[config.mk]
export PLATFORM = sky130hd
export DESIGN_NAME = pixel_fetch_responder_flat
export DESIGN_NICKNAME = d
export VERILOG_FILES = /design/src/rtl/pixel_fetch_responder_if.sv /design/src/rtl/pixel_fetch_responder.sv /design/src/flat_wrapper.sv
export SDC_FILE = /design/constraint.sdc
export NUM_CORES = 1
export LEC_CHECK = 0
export BUFFER_PORTS_ARGS = -buffer_cell sky130_fd_sc_hd__clkbuf_2
export CAP_MARGIN = 40
export CORE_ASPECT_RATIO = 1.25
export CORE_MARGIN = 3
export CORE_UTILIZATION = 35
export DETAILED_ROUTE_END_ITERATION = 8
export HOLD_SLACK_MARGIN = 0.08
export PLACE_DENSITY_LB_ADDON = 0.08
export SETUP_SLACK_MARGIN = 0.3
export SLEW_MARGIN = 20
export SYNTH_ARGS = -nofsm -noshare
export SYNTH_HDL_FRONTEND = slang
export SYNTH_SLANG_ARGS = --single-unit
[constraint.sdc]
create_clock -name clk -period 1.9 [get_ports clk]
set_input_delay 0.095 -clock clk [delete_from_list [all_inputs] [get_ports clk]]
set_output_delay 0.095 -clock clk [all_outputs]
set_load 0.005 [all_outputs]
[src/rtl/pixel_fetch_responder_if.sv]
// Bus bundle for pixel_fetch_responder: requester handshake plus frame-memory read port.
interface pixel_fetch_responder_if;
  localparam int unsigned CoordW = 11;
  localparam int unsigned AddrW  = 19;
  localparam int unsigned PixW   = 8;

  logic              read;
  logic [CoordW-1:0] req_x;
  logic [CoordW-1:0] req_y;
  logic              waitrequest;
  logic [PixW-1:0]   pixel;
  logic              frame_done;
  logic              frame_swap;
  logic              mem_rd;
  logic [AddrW-1:0]  mem_addr;
  logic [PixW-1:0]   mem_rdata;

  modport slave (
    input  read, req_x, req_y, frame_swap, mem_rdata,
    output waitrequest, pixel, frame_done, mem_rd, mem_addr
  );

  modport master (
    output read, req_x, req_y, frame_swap, mem_rdata,
    input  waitrequest, pixel, frame_done, mem_rd, mem_addr
  );
endinterface

[src/rtl/pixel_fetch_responder.sv]
// Serves single-pixel reads from a fixed-latency frame memory behind a waitrequest handshake.
// Define PIXEL_FETCH_CACHE_EN to compile in a one-entry last-pixel cache.
module pixel_fetch_responder #(
  parameter int unsigned COL_NUM     = 640,
  parameter int unsigned ROW_NUM     = 480,
  parameter int unsigned MEM_LATENCY = 2
) (
  input logic                    clk,
  input logic                    rst,
  pixel_fetch_responder_if.slave bus
);
  localparam int unsigned CoordW = 11;
  localparam int unsigned AddrW  = 19;
  localparam int unsigned PixW   = 8;
  localparam int unsigned CntW   = 3;

  typedef enum logic [1:0] {IDLE, ISSUE, WAIT, RESP} state_t;

  state_t            state, nextState;
  logic [CntW-1:0]   latCnt, latCntNext;
  logic              abortQ, abortNext;
  logic [CoordW-1:0] curX, curY;
  logic              inRange;
  logic              dataValid;
  logic              hit;
  logic [PixW-1:0]   hitData;

  function automatic logic isLast(input logic [CoordW-1:0] x, input logic [CoordW-1:0] y);
    return (32'(x) == COL_NUM - 1) && (32'(y) == ROW_NUM - 1);
  endfunction

  assign inRange   = (32'(bus.req_x) < COL_NUM) && (32'(bus.req_y) < ROW_NUM);
  assign dataValid = (state == WAIT) && (latCnt == CntW'(1));

`ifdef PIXEL_FETCH_CACHE_EN
  logic              cacheValid;
  logic              staleFill;
  logic [CoordW-1:0] tagX, tagY;
  logic [PixW-1:0]   cacheData;

  assign hit     = cacheValid && (bus.req_x == tagX) && (bus.req_y == tagY);
  assign hitData = cacheData;

  // A swap while a read is in flight makes its returning data belong to the old frame.
  always_ff @(posedge clk or negedge rst) begin
    if (!rst) begin
      cacheValid <= 1'b0;
      staleFill  <= 1'b0;
      tagX       <= '0;
      tagY       <= '0;
      cacheData  <= '0;
    end else begin
      if (state == IDLE && nextState == ISSUE) staleFill <= 1'b0;
      else if (bus.frame_swap)                 staleFill <= 1'b1;
      if (dataValid) begin
        tagX       <= curX;
        tagY       <= curY;
        cacheData  <= bus.mem_rdata;
        cacheValid <= !staleFill && !bus.frame_swap;
      end else if (bus.frame_swap) begin
        cacheValid <= 1'b0;
      end
    end
  end
`else
  logic unusedSwap;

  assign unusedSwap = bus.frame_swap;
  assign hit        = 1'b0;
  assign hitData    = '0;
`endif

  // Next-state logic; a dropped read lets the memory access drain, then skips RESP.
  always_comb begin
    nextState  = state;
    latCntNext = latCnt;
    abortNext  = 1'b0;
    unique case (state)
      IDLE: begin
        if (bus.read) nextState = (!inRange || hit) ? RESP : ISSUE;
      end
      ISSUE: begin
        nextState  = WAIT;
        latCntNext = CntW'(MEM_LATENCY);
        abortNext  = !bus.read;
      end
      WAIT: begin
        latCntNext = latCnt - CntW'(1);
        abortNext  = abortQ || !bus.read;
        if (dataValid) nextState = abortNext ? IDLE : RESP;
      end
      RESP: nextState = IDLE;
      default: nextState = IDLE;
    endcase
  end

  always_ff @(posedge clk or negedge rst) begin
    if (!rst) begin
      state           <= IDLE;
      latCnt          <= '0;
      abortQ          <= 1'b0;
      curX            <= '0;
      curY            <= '0;
      bus.waitrequest <= 1'b1;
      bus.pixel       <= '0;
      bus.frame_done  <= 1'b0;
      bus.mem_rd      <= 1'b0;
      bus.mem_addr    <= '0;
    end else begin
      state           <= nextState;
      latCnt          <= latCntNext;
      abortQ          <= abortNext;
      bus.waitrequest <= (nextState != RESP);
      bus.mem_rd      <= (nextState == ISSUE);
      bus.frame_done  <= 1'b0;
      if (state == IDLE && bus.read) begin
        curX <= bus.req_x;
        curY <= bus.req_y;
      end
      if (state == IDLE && nextState == ISSUE)
        bus.mem_addr <= AddrW'(32'(bus.req_y) * COL_NUM + 32'(bus.req_x));
      // Immediate response: out-of-range returns zero, a cache hit returns stored data.
      if (state == IDLE && nextState == RESP) begin
        bus.pixel      <= inRange ? hitData : '0;
        bus.frame_done <= inRange && isLast(bus.req_x, bus.req_y);
      end
      if (dataValid && nextState == RESP) begin
        bus.pixel      <= bus.mem_rdata;
        bus.frame_done <= isLast(curX, curY);
      end
    end
  end
endmodule

[src/flat_wrapper.sv]
// flat-port wrapper written by rule: the top's interface ports become plain ports
module pixel_fetch_responder_flat 
#(
  parameter int unsigned COL_NUM     = 640,
  parameter int unsigned ROW_NUM     = 480,
  parameter int unsigned MEM_LATENCY = 2
)
  (clk, rst, bus_read, bus_req_x, bus_req_y, bus_frame_swap, bus_mem_rdata, bus_waitrequest, bus_pixel, bus_frame_done, bus_mem_rd, bus_mem_addr);
  pixel_fetch_responder_if bus_i ();
  input logic clk;
  input logic rst;
  input wire logic [$bits(bus_i.read)-1:0] bus_read;
  input wire logic [$bits(bus_i.req_x)-1:0] bus_req_x;
  input wire logic [$bits(bus_i.req_y)-1:0] bus_req_y;
  input wire logic [$bits(bus_i.frame_swap)-1:0] bus_frame_swap;
  input wire logic [$bits(bus_i.mem_rdata)-1:0] bus_mem_rdata;
  output wire logic [$bits(bus_i.waitrequest)-1:0] bus_waitrequest;
  output wire logic [$bits(bus_i.pixel)-1:0] bus_pixel;
  output wire logic [$bits(bus_i.frame_done)-1:0] bus_frame_done;
  output wire logic [$bits(bus_i.mem_rd)-1:0] bus_mem_rd;
  output wire logic [$bits(bus_i.mem_addr)-1:0] bus_mem_addr;
  assign bus_i.read = bus_read;
  assign bus_i.req_x = bus_req_x;
  assign bus_i.req_y = bus_req_y;
  assign bus_i.frame_swap = bus_frame_swap;
  assign bus_i.mem_rdata = bus_mem_rdata;
  assign bus_waitrequest = bus_i.waitrequest;
  assign bus_pixel = bus_i.pixel;
  assign bus_frame_done = bus_i.frame_done;
  assign bus_mem_rd = bus_i.mem_rd;
  assign bus_mem_addr = bus_i.mem_addr;
  pixel_fetch_responder #(.COL_NUM(COL_NUM), .ROW_NUM(ROW_NUM), .MEM_LATENCY(MEM_LATENCY)) u_core (.clk(clk), .rst(rst), .bus(bus_i));
endmodule
== Word level (Yosys, flattened, before mapping) ==
Cells that the tools add are included.
Word-level totals
  flip-flop bits (word level): 58
  ROM bits: 0
  output and inout port bits: 30
  latch bits: 0
  input port bits: 34
  bits in writable memories: 0
  memories: 0
  logic and storage cells: 51
Operators by class
  equal/unequal tests: 11
  shifts and indexed selects: 0
  bitwise logic cells: 0
  mux-type cells: 11
  reductions and logical operators: 14
  div/mod/pow operators: 0
  $lt $le $gt $ge: 2
  $add $sub $neg: 2
  $mul: 1
Operators with widths (number)
  11-bit by 10-bit == test with 1-bit output (second input constant): 2
  11-bit by 9-bit == test with 1-bit output (second input constant): 2
  19-bit by 11-bit adder with 19-bit output: 1
  8-bit two-way mux: 2
  11-bit by 3-bit multiplier with 12-bit output (second input constant): 1
  11-bit by 10-bit < comparator with 1-bit output (second input constant): 1
  11-bit by 9-bit < comparator with 1-bit output (second input constant): 1
  1-bit logical AND: 9
  2-bit two-way mux: 4
  2-bit one-hot mux with 4 select lines: 1
  2-bit == test (second input constant): 3
  3-bit one-hot mux with 2 select lines: 1
  2-bit by 1-bit == test with 1-bit output (second input constant): 2
  2-bit nonzero test: 2
  3-bit by 1-bit == test with 1-bit output (second input constant): 1
  3-bit by 1-bit subtractor with 3-bit output (second input constant): 1
  2-bit logical NOT: 1
  1-bit two-way mux: 2
  2-bit inequality test (second input constant): 1
  1-bit one-hot mux with 2 select lines: 1
  1-bit logical NOT: 1
  1-bit logical OR: 1

== Depth between registers and ports, before layout ==
  depth after elaboration: 9
  gate-level depth with buffers: 11
  gate-level depth less buffers: 9

== Worst setup path after synthesis ==
Ideal clock, no wire load.
  kind: input port to flip-flop
  start point: in bus_req_y[1]
  end point: reg u_core.bus.mem_addr[17]
  buffers on the path: 0
  stages on the path: 9
  arrival: 2145 ps
  required time: 1778 ps
  setup time: 122 ps
  setup slack: -367 ps
  cells stage by stage: ha_1 > ha_1 > fa_1 > a211oi_1 > o21ai_0 > a22o_1 > nor3b_2 > and4_1 > o31ai_2
On the way
  longest elaborated chain between the ends: 7
  elaborated cells between the ends (all ways): 9
  those cells by class: 1 x add/sub; 1 x mul; 1 x order compare; 1 x eq/ne; 3 x mux; 2 x reduce/logical
Ends and longest elaborated chain
  start, declared: RTL line flat_wrapper.sv:14  | input wire logic [$bits(bus_i.req_y)-1:0] bus_req_y;
  branches (longest 7 deep; another with 19-bit by 11-bit adder with 19-bit output)
  end signal, assigned: RTL line pixel_fetch_responder.sv:121  | bus.mem_addr <= AddrW'(32'(bus.req_y) * COL_NUM + 32'(bus.req_x));
  end, declared: RTL line pixel_fetch_responder_if.sv:20  | output waitrequest, pixel, frame_done, mem_rd, mem_addr
Several ways; the timed one is not identified.
A chain may end at the register's enable or synchronous reset.

== Worst setup path in the final report ==
  start point: in bus_req_y[3]
  end point: reg u_core.bus.mem_addr[18]
The elaborated chain is that of the path after synthesis.

==> metrics.yaml <==
timing:
  rsz0062_at_grt: "true"
  hold_viol: 0
  setup_viol: 24
  timing.final.crit_period_ps: 2010
  finalWorstSetupSlack_ps: -106
  slew_headroom_pct: 59.7
  finalCritPeriodShare_pct: 106
  timing.hold.ws_ps: 86.1
  slew_violations: 0
  fin_worst_skew_ps: 17.0
  fmax_mhz: 499
  worstMarginPinSlew_ps: 604
layout:
  finish.instance_area_sq_um: 4940
  finalNonFillerCells: 561
  antennaDiodeCount: 0
  layout-drive-gt1-share_pct: 51.2
  area_delta_synth_final_pct: 50.2
  fin_nets: 499
  post-route-util_pct: 55.3
floorplanning:
  die_x_um: 92.7
  die-height_um: 114
  initial_core_util_pct: 36.8
  rows: 38
  io_pins: 64
  coreArea_sq_um: 8940
  die-area_sq_um: 10600
logic_synthesis:
  synth_seq_cells: 58
  yosys.area.top_type: "dfrtp_1"
  synth_edf_count: 0
  avgSynthCellArea_sq_um: 11.5
  synth_top_area_share_pct: 43.3
  synth_cell_type_count: 55
  syn_inst: 287
  synth_nets: 350
  synthArstFlopShare_pct: 100
  ys_warn_count: 0
  synth_area_sq_um: 3290
  ys_top_cells_by_area: "dfrtp_1 (43%), ha_1 (10%), mux2_2 (7.9%), mux2_4 (3.7%), o21ai_0 (2.6%)"
  ys.flop_type: "dfrtp_1"
  yosysSeqAreaShare_pct: 44.1
worst_setup_path:
  worstPathMaxFanout: 4
  start_kind: "primary input"
  endpoint_kind: "flip-flop"
  arrival_ps: 2220
  worstPathRequired_ps: 2120
  crit_type: "primary input to flip-flop"
cts:
  cts.sinks: 58
  clockBufferDepth: 2
  cts_root_buffer: "clkbuf_8"
  htree_levels: 3
  cts.clk_slew.worst_paths_ps: 70
  cts_buffers: 9
  tritoncts: "done"
  clkLatencyLatePin_ps: 350
job:
  maxCapViolCount: 0
routing:
  via_per_inst: 4.86
  drc: 0
  post_drt_wl_per_cell_um: 15.2
  routed_wl_um: 8530
  via_count: 2729
  postRouteAntennaNets: 0
  drtIter0Drc: 66
  dr.pass1.iters: 4
placement:
  place_hpwl_um: 6000
  dpl.cell_count: 516
  portBuffers: 62
  routabilityCongestion: 0.772
  dpl-instance-area_sq_um: 4200
global_routing:
  grt_pass1_vias: 2874
  antenna_found_initial: 0
  grt_max_degree: 39
  grt.overflow.total: 0
  grtUsageTotal_pct: 16.7
  grt_pass1_wl_um: 13800
power:
  fin_total_pwr_mw: 6.40
  power.leakage_nw: 2.28
  p_per_area_nw_per_um2: 1290
  ir_drop_mv: 0.562
run_status:
  violations: "negative setup slack"
  status: "complete, but fails checks"
hold_path:
  hold_path_class: "primary input to flip-flop"
-- metrics by stage --
| stage | worst slack, ps | setup TNS (ps) |
|---|---|---|
| 2_1_floorplan | -175 | -1300 |
| 4_1_cts | -83.4 | -1280 |
| 5_1_grt | -198 | -3290 |
| 3_3_place_gp | -421 | -2680 |
| 3_5_place_dp | -475 | -2850 |
| 6_report | -106 | -1250 |
-- routing by layer --
| layer | wire length, um | up-vias | global-route usage (%) |
|---|---|---|---|
| li1 | - | 1356 | - |
| met1 | 3670 | 1317 | 20.0 |
| met2 | 4490 | 52 | 29.8 |
| met3 | 317 | 4 | 3.81 |
| met4 | 61 | 0 | 4.59 |
| met5 | 0 | - | 0 |
-- final cells by class --
type / count / area, sq um
clock buffers: 10 / 138
clock inverters: 6 / 41.3
fillers: 834 / 4000
inverters: 11 / 43.8
multi-input cells: 212 / 2030
flip-flops and latches: 58 / 1450
well taps: 120 / 150
repair buffers: 144 / 1080
-- logic make-up after synthesis --
kind of cell | share of synthesized area [%]
simple gates | 12.9
compound gates | 13.9
flops | 44.1
mux | 11.5
fa+ha+maj | 11.5
buf+inv | 2.93
xor+xnor | 3.19
-- worst paths after layout --
kind / start / endpoint / slack [ps] / cells past startpoint
setup / recovery: bus_req_y[3] / u_core.bus.mem_addr[18] / -110 / 10
hold / removal: bus_req_x[10] / u_core.curX[10] / 90 / 2
setup reg to reg: u_core.state[0] / u_core.bus.mem_addr[0] / -60 / 8
hold reg to reg: u_core.curX[8] / u_core.curX[8] / 480 / 2
max in group asynchronous: rst / u_core.bus.waitrequest / 940 / 3
min in group asynchronous: rst / u_core.latCnt[2] / 280 / 2
-- state kept, by name, summed over array words and instances (netlist names) --
name / cells
u_core.state: 2
u_core.latCnt: 3
u_core.bus.pixel: 8
u_core.curX: 11
u_core.bus.mem_rd: 1
u_core.bus.frame_done: 1
u_core.bus.mem_addr: 19
u_core.abortQ: 1
u_core.bus.waitrequest: 1
u_core.curY: 11
-- critical path, stage by stage --
cell	delay [ps]
buf_8	100
ha_4	230
ha_4	160
fa_2	390
a211oi_2	270
o21ai_1	100
a22o_1	260
nor3b_4	280
a41o_1	240
a31oi_4	90
-- cell usage in the layout (no fill, tap or decap), types with 4 or more instances in the layout --
| cell type | netlist | routed |
|---|---|---|
| inv_1 | 10 | 6 |
| dlygate4sd3_1 | 0 | 18 |
| nand2_1 | 10 | 9 |
| mux2_4 | 8 | 8 |
| o21ai_1 | 1 | 6 |
| clkbuf_2 | 0 | 59 |
| buf_4 | 0 | 54 |
| ha_1 | 27 | 19 |
| nor2_4 | 0 | 6 |
| xor2_1 | 5 | 5 |
| a22o_1 | 9 | 9 |
| buf_6 | 2 | 4 |
| clkbuf_8 | 0 | 10 |
| dfrtp_1 | 57 | 56 |
| xnor2_1 | 7 | 7 |
| a21o_1 | 5 | 5 |
| mux2_2 | 23 | 23 |
| inv_2 | 1 | 4 |
| nand4_1 | 7 | 7 |
| ha_4 | 0 | 7 |
| a21oi_1 | 11 | 6 |
| nor2_1 | 21 | 14 |
| nand3_1 | 7 | 7 |
| buf_8 | 0 | 4 |
| o21ai_0 | 17 | 10 |
| a21oi_2 | 0 | 4 |
-- cell usage after synthesis, types with 2 or more instances --
cell	number
and2_1	4
o21a_1	2
a21o_1	5
o21bai_1	2
xnor2_1	7
mux2_2	23
o21ai_2	2
nor2_1	21
nand2b_1	4
mux2_4	8
or3_1	2
nand4_1	7
or2_2	3
a22o_1	9
a31oi_1	3
inv_1	10
nand3_1	7
dfrtp_1	57
nor3_1	3
nor2b_1	2
buf_6	2
clkbuf_1	2
ha_1	27
nand2_1	10
nand4b_1	3
fa_1	2
a211oi_1	2
xor2_1	5
a21oi_1	11
o21ai_0	17
-- power breakdown --
group	internal (mW)	switching, mW
combinational	1.81	1.35
clock	0.508	0.551
sequential	1.83	0.343
-- what timing repair did --
item                                    in CTS  in global routing
pin swaps                                   11                 14
buffers inserted                             4                  4
endpoints found under the hold margin       44                  0
gates cloned                                 1                  2
gates resized for setup                     26                 38
hold buffers                                18                  0
endpoints found under the setup margin      47                 50
(Power assumes the default switching activity.)
